[config.mk]
export PLATFORM = sky130hd
export DESIGN_NAME = mxu_result_drain
export DESIGN_NICKNAME = d
export VERILOG_FILES = /design/src/rtl/mxu_pkg.sv /design/src/rtl/mxu_drain_bank.sv /design/src/rtl/mxu_result_drain.sv
export SDC_FILE = /design/constraint.sdc
export NUM_CORES = 1
export LEC_CHECK = 0
export CAP_MARGIN = 10
export CORE_UTILIZATION = 34
export DETAILED_ROUTE_END_ITERATION = 7
export HOLD_SLACK_MARGIN = 0.12
export SLEW_MARGIN = 40
export SYNTH_ARGS = -nofsm -noshare
export SYNTH_HDL_FRONTEND = slang
export SYNTH_HIERARCHICAL = 1
export SYNTH_SLANG_ARGS = --single-unit
[constraint.sdc]
create_clock -name clk -period 1.9 [get_ports clk]
set_input_delay 0.475 -clock clk [delete_from_list [all_inputs] [get_ports clk]]
set_output_delay 0.475 -clock clk [all_outputs]
set_load 0.01 [all_outputs]
[src/rtl/mxu_pkg.sv]
// Shared types and constants for the MXU result drain stage.
// Optional feature macro: MXU_DRAIN_ACCUM_EN (K-tile accumulation before commit).
package mxu_pkg;

  localparam int BIT_WIDTH = 4;
  localparam int DIM       = 2;
  localparam int ACC_GUARD = 2;
  localparam int OUT_W     = 2 * BIT_WIDTH;
  localparam int DATA_W    = OUT_W + ACC_GUARD;
  localparam int NUM_ELEM  = DIM * DIM;
  localparam int IDX_W     = (NUM_ELEM > 1) ? $clog2(NUM_ELEM) : 1;
  localparam int RC_W      = (DIM > 1) ? $clog2(DIM) : 1;

  typedef logic [OUT_W-1:0] res_elem_t;
  // Element [0][0] occupies the most significant slice of the packed matrix.
  typedef res_elem_t [0:DIM-1][0:DIM-1] res_mat_t;

  typedef logic [DATA_W-1:0] acc_elem_t;
  typedef acc_elem_t [0:DIM-1][0:DIM-1] acc_mat_t;

  typedef enum logic {
    IDLE  = 1'b0,
    DRAIN = 1'b1
  } drain_state_e;

  // Row-major flat index to row / column.
  function automatic logic [RC_W-1:0] idx_row(input logic [IDX_W-1:0] idx);
    return RC_W'(int'(idx) / DIM);
  endfunction

  function automatic logic [RC_W-1:0] idx_col(input logic [IDX_W-1:0] idx);
    return RC_W'(int'(idx) % DIM);
  endfunction

endpackage

[src/rtl/mxu_drain_bank.sv]
// One ping-pong bank: a full matrix store plus its FULL flag.
// A write and a clear in the same cycle leave the bank FULL with the new data,
// which is how a freed bank accepts a result on the final handshake.
module mxu_drain_bank
  import mxu_pkg::*;
#(
  parameter int W = OUT_W
) (
  input  logic                               clk,
  input  logic                               reset,
  input  logic                               wr_en,
  input  logic [0:DIM-1][0:DIM-1][W-1:0]     wr_data,
  input  logic                               clr_en,
  input  logic [RC_W-1:0]                    rd_row,
  input  logic [RC_W-1:0]                    rd_col,
  output logic [W-1:0]                       rd_data,
  output logic                               full
);

  logic [0:DIM-1][0:DIM-1][W-1:0] mem_reg;
  logic                           full_reg;

  // Capture the whole matrix in one cycle on a write strobe.
  always_ff @(posedge clk or posedge reset) begin
    if (reset) begin
      mem_reg <= '0;
    end else if (wr_en) begin
      mem_reg <= wr_data;
    end
  end

  // Full flag: write has priority over clear.
  always_ff @(posedge clk or posedge reset) begin
    if (reset) begin
      full_reg <= 1'b0;
    end else if (wr_en) begin
      full_reg <= 1'b1;
    end else if (clr_en) begin
      full_reg <= 1'b0;
    end
  end

  assign rd_data = mem_reg[rd_row][rd_col];
  assign full    = full_reg;

endmodule

[src/rtl/mxu_result_drain.sv]
// Captures MXU result matrices into a two-bank ping-pong buffer and streams
// them out row-major over valid/ready. Results arriving with no free bank are
// dropped and flagged on the sticky overflow output.
// Optional feature macro: MXU_DRAIN_ACCUM_EN -- sums in_valid matrices in a
// DATA_W accumulator and commits on acc_last.
module mxu_result_drain
  import mxu_pkg::*;
(
  input  logic              clk,
  input  logic              reset,
  input  logic              in_valid,
  input  res_mat_t          in_data,
  input  logic              acc_last,
  output logic              m_valid,
  input  logic              m_ready,
  output logic [DATA_W-1:0] m_data,
  output logic [RC_W-1:0]   m_row,
  output logic [RC_W-1:0]   m_col,
  output logic              m_last,
  output logic              overflow,
  output logic              busy
);

`ifdef MXU_DRAIN_ACCUM_EN
  localparam int ST_W = DATA_W;
`else
  localparam int ST_W = OUT_W;
`endif

  logic                              commit_vld;
  logic [0:DIM-1][0:DIM-1][ST_W-1:0] commit_data;

`ifdef MXU_DRAIN_ACCUM_EN
  acc_mat_t acc_reg;
  acc_mat_t acc_sum;

  for (genvar gi = 0; gi < DIM; gi++) begin : g_acc_row
    for (genvar gj = 0; gj < DIM; gj++) begin : g_acc_col
      // Element-wise sum, wrapping modulo 2^DATA_W.
      assign acc_sum[gi][gj] = acc_reg[gi][gj] + DATA_W'(in_data[gi][gj]);
    end
  end

  // Running sum; clears once the final K-tile has been folded in and committed.
  always_ff @(posedge clk or posedge reset) begin
    if (reset) begin
      acc_reg <= '0;
    end else if (in_valid) begin
      acc_reg <= acc_last ? '0 : acc_sum;
    end
  end

  assign commit_vld  = in_valid && acc_last;
  assign commit_data = acc_sum;
`else
  logic unused_acc_last;
  assign unused_acc_last = acc_last;
  assign commit_vld      = in_valid;
  assign commit_data     = in_data;
`endif

  drain_state_e     state_reg, state_next;
  logic [IDX_W-1:0] idx_reg, idx_next;
  logic             rd_bank_reg, rd_bank_next;
  logic             wr_bank_reg, wr_bank_next;
  logic             overflow_reg, overflow_next;

  logic [1:0]       bank_full;
  logic [1:0]       bank_wr;
  logic [1:0]       bank_clr;
  logic [ST_W-1:0]  bank_rd [2];

  logic             active;
  logic             hs;
  logic             is_last;
  logic             final_hs;
  logic             commit_free;
  logic             commit_ok;

  // Valid is raised as soon as the read bank fills, giving one-cycle latency.
  assign active      = (state_reg == DRAIN) || bank_full[rd_bank_reg];
  assign hs          = active && m_ready;
  assign is_last     = (idx_reg == IDX_W'(NUM_ELEM - 1));
  assign final_hs    = hs && is_last;
  // The bank being freed this cycle counts as free for an arriving result.
  assign commit_free = !bank_full[wr_bank_reg] || bank_clr[wr_bank_reg];
  assign commit_ok   = commit_vld && commit_free;

  for (genvar gi = 0; gi < 2; gi++) begin : g_bank
    assign bank_wr[gi]  = commit_ok && (int'(wr_bank_reg) == gi);
    assign bank_clr[gi] = final_hs && (int'(rd_bank_reg) == gi);

    mxu_drain_bank #(
      .W (ST_W)
    ) u_bank (
      .clk     (clk),
      .reset   (reset),
      .wr_en   (bank_wr[gi]),
      .wr_data (commit_data),
      .clr_en  (bank_clr[gi]),
      .rd_row  (idx_row(idx_reg)),
      .rd_col  (idx_col(idx_reg)),
      .rd_data (bank_rd[gi]),
      .full    (bank_full[gi])
    );
  end

  // State, index, bank pointers and sticky overflow.
  always_ff @(posedge clk or posedge reset) begin
    if (reset) begin
      state_reg    <= IDLE;
      idx_reg      <= '0;
      rd_bank_reg  <= 1'b0;
      wr_bank_reg  <= 1'b0;
      overflow_reg <= 1'b0;
    end else begin
      state_reg    <= state_next;
      idx_reg      <= idx_next;
      rd_bank_reg  <= rd_bank_next;
      wr_bank_reg  <= wr_bank_next;
      overflow_reg <= overflow_next;
    end
  end

  // Next-state: walk idx on handshakes, hop banks on the last element.
  always_comb begin
    state_next    = state_reg;
    idx_next      = idx_reg;
    rd_bank_next  = rd_bank_reg;
    wr_bank_next  = wr_bank_reg ^ commit_ok;
    overflow_next = overflow_reg | (commit_vld && !commit_free);

    case (state_reg)
      IDLE:    if (bank_full[rd_bank_reg]) state_next = DRAIN;
      DRAIN:   state_next = DRAIN;
      default: state_next = IDLE;
    endcase

    if (hs) begin
      if (is_last) begin
        idx_next     = '0;
        rd_bank_next = !rd_bank_reg;
        // Continue without a bubble only if the other bank already holds data.
        state_next   = bank_full[!rd_bank_reg] ? DRAIN : IDLE;
      end else begin
        idx_next = idx_reg + 1'b1;
      end
    end
  end

  assign m_valid  = active;
  assign m_data   = active ? DATA_W'(bank_rd[rd_bank_reg]) : '0;
  assign m_row    = idx_row(idx_reg);
  assign m_col    = idx_col(idx_reg);
  assign m_last   = active && is_last;
  assign overflow = overflow_reg;
  assign busy     = |bank_full;

endmodule
==> reports/metrics.yaml <==
areaGrowthSynthToFinish_pct: 46.8
cts-root-buf: "clkbuf_8"
die_y_um: 102
floorplan.rows: 36
p_comb_share_pct: 54.1
violations: "negative setup slack"
p_clk_share_pct: 14.7
clock_sinks: 72
dpl.hpwl_um: 4640
grt_pass1_wl_um: 13200
first_iter_violations: 76
rsz0062_at_grt: "yes"
grt_usage_pct: 17.9
coreArea_um2: 9730
seqPwrFrac_pct: 31.1
synthTopCellsByCount: "dfrtp_1 (72), mux2_2 (64), mux4_2 (16), nor2_1 (11), buf_6 (10)"
grt_pass1_vias: 2350
synthFlopType: "dfrtp_1"
clockBufferDepth: 2
p_switching_mw: 2.82
numPlacedInstances: 410
yosysMostFrequentCell: "dfrtp_1"
endpoint_kind: "output port"
clk_pin_slew_ns: 0.07
crit_chain: "buf_12, mux4_2, mux2i_1, nor2_1, buf_2"
crit_slowest_cell: "mux4_2"
antenna_left: 0
antenna_cells: 0
required_ns: 1.42
via_per_inst: 4.80
crit_path_start_kind: "flop"
cap_violations: 0
final_cells: 443
setup_ws_ns: -0.405
finish.net_count: 346
routed-via-count: 2125
p_total_mw: 9.04
hold_buffers: 0
drt-wirelength-per-cell_um: 19.5
finalCritPeriodShare_pct: 121
drt_pre_antenna_iters: 4
avgSynthCellArea_um2: 15.4
grt_max_degree: 34
slew_violations: 0
setup_violations: 74
timing.rr.start: "rd_bank_reg"
synth_edf_count: 0
yosysTopAreaCellShare_pct: 53.2
gp_congestion: 0.778
synth_area_um2: 3390
cts_tree: "built"
power_density_nw_per_um2: 1820
antenna_found_initial: 0
ir_drop_mv: 0.572
synth_cell_types: 27
yosysSeqAreaShare_pct: 53.2
stdcell_area_um2: 4980
cp_top_family: "multiplexers"
fin_skew_ns: 0.00785
hold_viol_final: 0
die_area_um2: 10400
drcViolationCount: 0
worst_path_largest_cell_delay_ns: 0.50
r2r_slack_ns: -0.15
post_dp_cell_area_um2: 4150
drt_wl_total_um: 8620
htreeDepth: 3
sw_frac_of_total_pct: 31.2
largest_reg_flops: 64
cts-buffers-inserted: 9
synth_area_leaders: "dfrtp_1 (53%), mux2_2 (21%), mux4_2 (11%), buf_6 (3.3%), mux2i_1 (2.7%)"
crit_type: "flop to output port"
status: "finished with violations"
ys_ff_latch: 72
hold_ws_ns: 0.424
hold_path.class: "primary input to asynchronous set/reset pin"
yosysWarnings: 6
die_w_um: 102
initial_utilization_pct: 34.8
min_period_ns: 2.31
netlist_instances: 220
grt_overflow: 0
internal_power_mw: 6.22
crit_fanout: 7
p_leak_nw: 2.19
cp_num_buf_inv: 2
synth_top_area_cell: "dfrtp_1"
crit_start: "idx_reg[0]"
numPortBuffers: 49
layout-drive-gt1-share_pct: 51.9
fmax_ghz: 0.434
worstPathArrival_ns: 1.83
clk_latency_ns: 0.34
ys_async_sr_fraction_pct: 100
boundaryPins: 53
[cells by family after synthesis]
logic type / count (synthesis) / share of synthesized area (%)
AO/OA/AOI/OAI: 10 / 2.14
XOR/XNOR: 1 / 0.258
flip-flops: 72 / 53.2
AND/OR/NAND/NOR: 17 / 2.36
buffers and inverters: 24 / 5.20
multiplexers: 92 / 35.7
adder cells (fa/ha/maj): 3 / 1.11
other: 1 / 0.111
[final timing paths]
check                                                to  cells past startpoint
min in group clk                               overflow                      1
setup / recovery                              m_data[6]                      5
setup reg to reg           g_bank[1].u_bank/mem_reg[18]                      9
max in group asynchronous   g_bank[0].u_bank/mem_reg[5]                      3
hold / removal                              rd_bank_reg                      2
hold reg to reg                                overflow                      1
[through the flow]
stage	worst slack (ns)	TNS (ns)	utilization (%)
floorplan	0.0277	0	-
global placement	-0.380	-26.59	42.6
detailed placement	-0.436	-30.69	42.6
CTS	-0.466	-8.60	50.3
global route	-0.465	-14.35	51.1
finish	-0.405	-9.43	51.1
[power by group through the flow]
| stage | sequential (mW) | clock, mW | combinational, mW |
|---|---|---|---|
| detailed placement | 2.78 | 0 | 3.74 |
| floorplan | 2.66 | 0 | 2.54 |
| finish | 2.81 | 1.33 | 4.89 |
| global route | 2.91 | 1.43 | 5.24 |
| global placement | 2.76 | 0 | 3.67 |
| CTS | 2.78 | 1.37 | 4.70 |
[per-layer routing]
metal | part of all wire (%) | GRT usage [%] | routed length, um
met5 | 0 | 0 | 0
met4 | 1.8 | 6.15 | 159
met3 | 3.2 | 3.76 | 280
met2 | 50 | 31.0 | 4290
met1 | 45 | 22.3 | 3890
[worst reg2reg max path, stage by stage, from the launching register on]
cell and delay [ns]:
dfrtp_1 0.41, buf_6 0.13, buf_6 0.12, xnor2_4 0.17, a31oi_4 0.12, nor2b_4 0.19, ha_4 0.22, buf_12 0.13
buf_16 0.14, mux2_4 0.30
[timing repair]
item	4_1_cts	5_1_grt
endpoints found under the setup margin	79	76
resized for setup	113	39
cloned	7	2
buffers inserted	15	2
pin swaps	5	7
[layout make-up]
| type | instances | area [um^2] |
|---|---|---|
| multi-input combinational | 125 | 1730 |
| clock buffer | 10 | 138 |
| inverter | 9 | 33.8 |
| clock inverter | 5 | 81.3 |
| sequential | 72 | 1810 |
| timing repair buffer | 89 | 1020 |
| tap | 133 | 166 |
| fill | 861 | 4750 |
[cells in the final DEF, fill, tap and decap left out]
master           instances
conb_1                   2
or2_2                    1
inv_1                    7
buf_4                   14
o21ai_2                  1
clkbuf_16                2
dfrtp_1                 69
dlygate4sd2_1            2
nor3_1                   1
mux2_1                   2
dfrtp_2                  3
clkbuf_2                 1
clkinv_2                 1
buf_12                  10
buf_6                   11
a21o_1                   4
nand2_1                  1
clkinvlp_4               1
clkdlybuf4s50_1         36
ha_4                     3
nor2b_1                  1
a31oi_4                  1
inv_2                    2
o22ai_1                  1
nor2_1                  11
nor2b_4                  1
o21ai_1                  1
mux2i_1                  9
xnor2_4                  1
bufinv_16                2
o211ai_1                 1
buf_2                    9
o221ai_1                 1
mux4_2                  16
buf_16                   4
clkinv_4                 1
nor2_4                   1
clkbuf_8                10
mux2_4                  65
(Power assumes the default switching activity.)
==> edit (same settings) <==
Build with the macro `MXU_DRAIN_ACCUM_EN` defined.
--- a/src/rtl/mxu_result_drain.sv
+++ b/src/rtl/mxu_result_drain.sv
@@ -3,6 +3,8 @@
 // dropped and flagged on the sticky overflow output.
 // Optional feature macro: MXU_DRAIN_ACCUM_EN -- sums in_valid matrices in a
 // DATA_W accumulator and commits on acc_last.
+`define MXU_DRAIN_ACCUM_EN
+
 module mxu_result_drain
   import mxu_pkg::*;
 (
Check against the original RTL: not equivalent (Yosys sat finds a counterexample within 4 cycles, from zero or initial values and one cycle with reset high).
==> edit against the unedited design <==
The flow still finishes with violations (negative setup slack); final area increased by 120%; core utilization increased by 2.5 points; sequential cell count increased by 56; area after synthesis increased by 110%; non-clock buffer count increased by 117; combinational power increased by 92%; total power increased by 92%; wire length increased to 2.5 times the old value; worst setup slack got worse by 0.15 ns; critical path type unchanged.
==> edit: results (changes against the unedited design) <==
| Metric | Value |
|---|---|
| Status | complete, but fails checks |
| Failing checks | negative setup slack |
| Per-cell routed wire length | 20.52 um (+5.5%) |
| Layout cells sized above 1 | 51.13% (-0.81 points) |
| Root buf cell | clkbuf_16 |
| Met2 Usage GRT | 34.22% (+3.2 points) |
| Clk_lat worst skew | 0.42 ns (+0.08 ns) |
| Gp weighted congestion | 0.7994 (+2.7%) |
| IO buf count | 52 (+6.1%) |
| Fillers | 1677 (+95%) |
| GRT met1 Usage | 26.48% (+4.1 points) |
| DR WL met3 | 987 um (+250%) |
| Clk_skew | 0.01381 ns (+0.005960 ns) |
| Area share of fa/ha/maj cells after synthesis | 7.221% (+6.1 points) |
| Static leakage | 0.005022 uW (+130%) |
| Net count, final | 863 (+150%) |
| Final setup viols | 98 (+32%) |
| DP Worst Slack | -0.8781 ns (-0.4423 ns) |
| Placed cell areas | 8997 sq um (+120%) |
| Post-synthesis compound-gate area fraction | 12.86% (+11 points) |
| Fin worst setup slack | -0.5548 ns (-0.1496 ns) |
| Sequential element share of the synthesized area | 44.65% (-8.5 points) |
| Max reg flops | 80 (+25%) |
| Routed wl met2 | 11170 um (+160%) |
| DRT Pass-1 Iters | 5 (+1) |
| GR Util met3 | 4.006% (+0.24 points) |
| GRT Util Overall | 20.62% (+2.7 points) |
| Worst VDD drop | 0.9285 mV (+62%) |
| Reg2Reg Launch Point | idx_reg[0] |
| Post-CTS Setup Inserts | 36 (+21) |
| R2r setup slk | -0.28 ns (-0.13 ns) |
| Synth top area cells | dfrtp_1 (45%), mux2_2 (12%), mux4_2 (6.3%) |
| Worst reg2reg path depth | 10 (+1) |
| Post-CTS Resized | 172 (+52%) |
| Post-Route Setup TNS | -24.46 ns (-15.04 ns) |
| CP arrival | 1.98 ns (+0.15 ns) |
| 1st-iter DRT viols | 275 (+260%) |
| Post-synth top cells | dfrtp_1 (128), mux2_2 (75), ha_1 (35) |
| Final HPWL DP | 14300 um (+210%) |
| Distinct cell type count after synthesis | 60 (+120%) |
| Detailed-route via count | 5607 (+160%) |
| Largest net degree at the start of global routing | 42 (+24%) |
| XOR/XNOR share of the synthesized area | 3.541% (+3.3 points) |
| Vias in the first global route | 6086 (+160%) |
edit: cell count changes after synthesis, moves of 11 or more:
cell     change
dfrtp_1     +56
ha_1        +32
nand2_1     +24
nor2_1      +22
xnor2_1     +22
inv_1       +21
a22o_1      +19
a21oi_1     +18
a21o_1      +12
mux2_2      +11
edit: through the flow:
| stage | hold slack [ns] | total power, uW | cells | utilization (%) |
|---|---|---|---|---|
| 6_report | 0.4263 | 17400 | 1070 | 53.69 |
| 3_5_place_dp | 0.4776 | 11940 | 992 | 44.04 |
| 5_1_grt | 0.4493 | 18300 | 1070 | 53.69 |
| 3_3_place_gp | 0.4648 | 11630 | 992 | 44.04 |
| 2_1_floorplan | 0.4504 | 8947 | 588 | - |
| 4_1_cts | 0.4227 | 16540 | 1067 | 51.49 |
edit: how the worst max path moves through the flow:
stage / from / to / slack [ns] / cells after the start
6_report: idx_reg[0] / m_data[8] / -0.55 / 6
3_5_place_dp: in_data[16] / g_bank[1].u_bank/mem_reg[28] / -0.88 / 10
4_1_cts: idx_reg[0] / m_data[8] / -0.56 / 6
5_1_grt: idx_reg[0] / m_data[8] / -0.60 / 6
3_3_place_gp: in_data[16] / g_bank[0].u_bank/mem_reg[28] / -0.82 / 10
2_1_floorplan: in_data[16] / g_bank[0].u_bank/mem_reg[28] / -0.13 / 9
edit: final cells by class:
class | instances | area [sq um] | share of cell area, %
clock inverters | 9 | 107.6 | 0.9809
clock buffers | 23 | 478.0 | 4.357
multi-input cells | 404 | 4664 | 42.52
well taps | 270 | 337.8 | 3.080
repair buffers | 206 | 2059 | 18.77
flip-flops and latches | 128 | 3206 | 29.22
inverters | 30 | 116.4 | 1.061
edit: where the power goes:
group | internal, uW | switching (uW)
sequential | 3890 | 896
clock | 2030 | 1210
combinational | 5490 | 3880
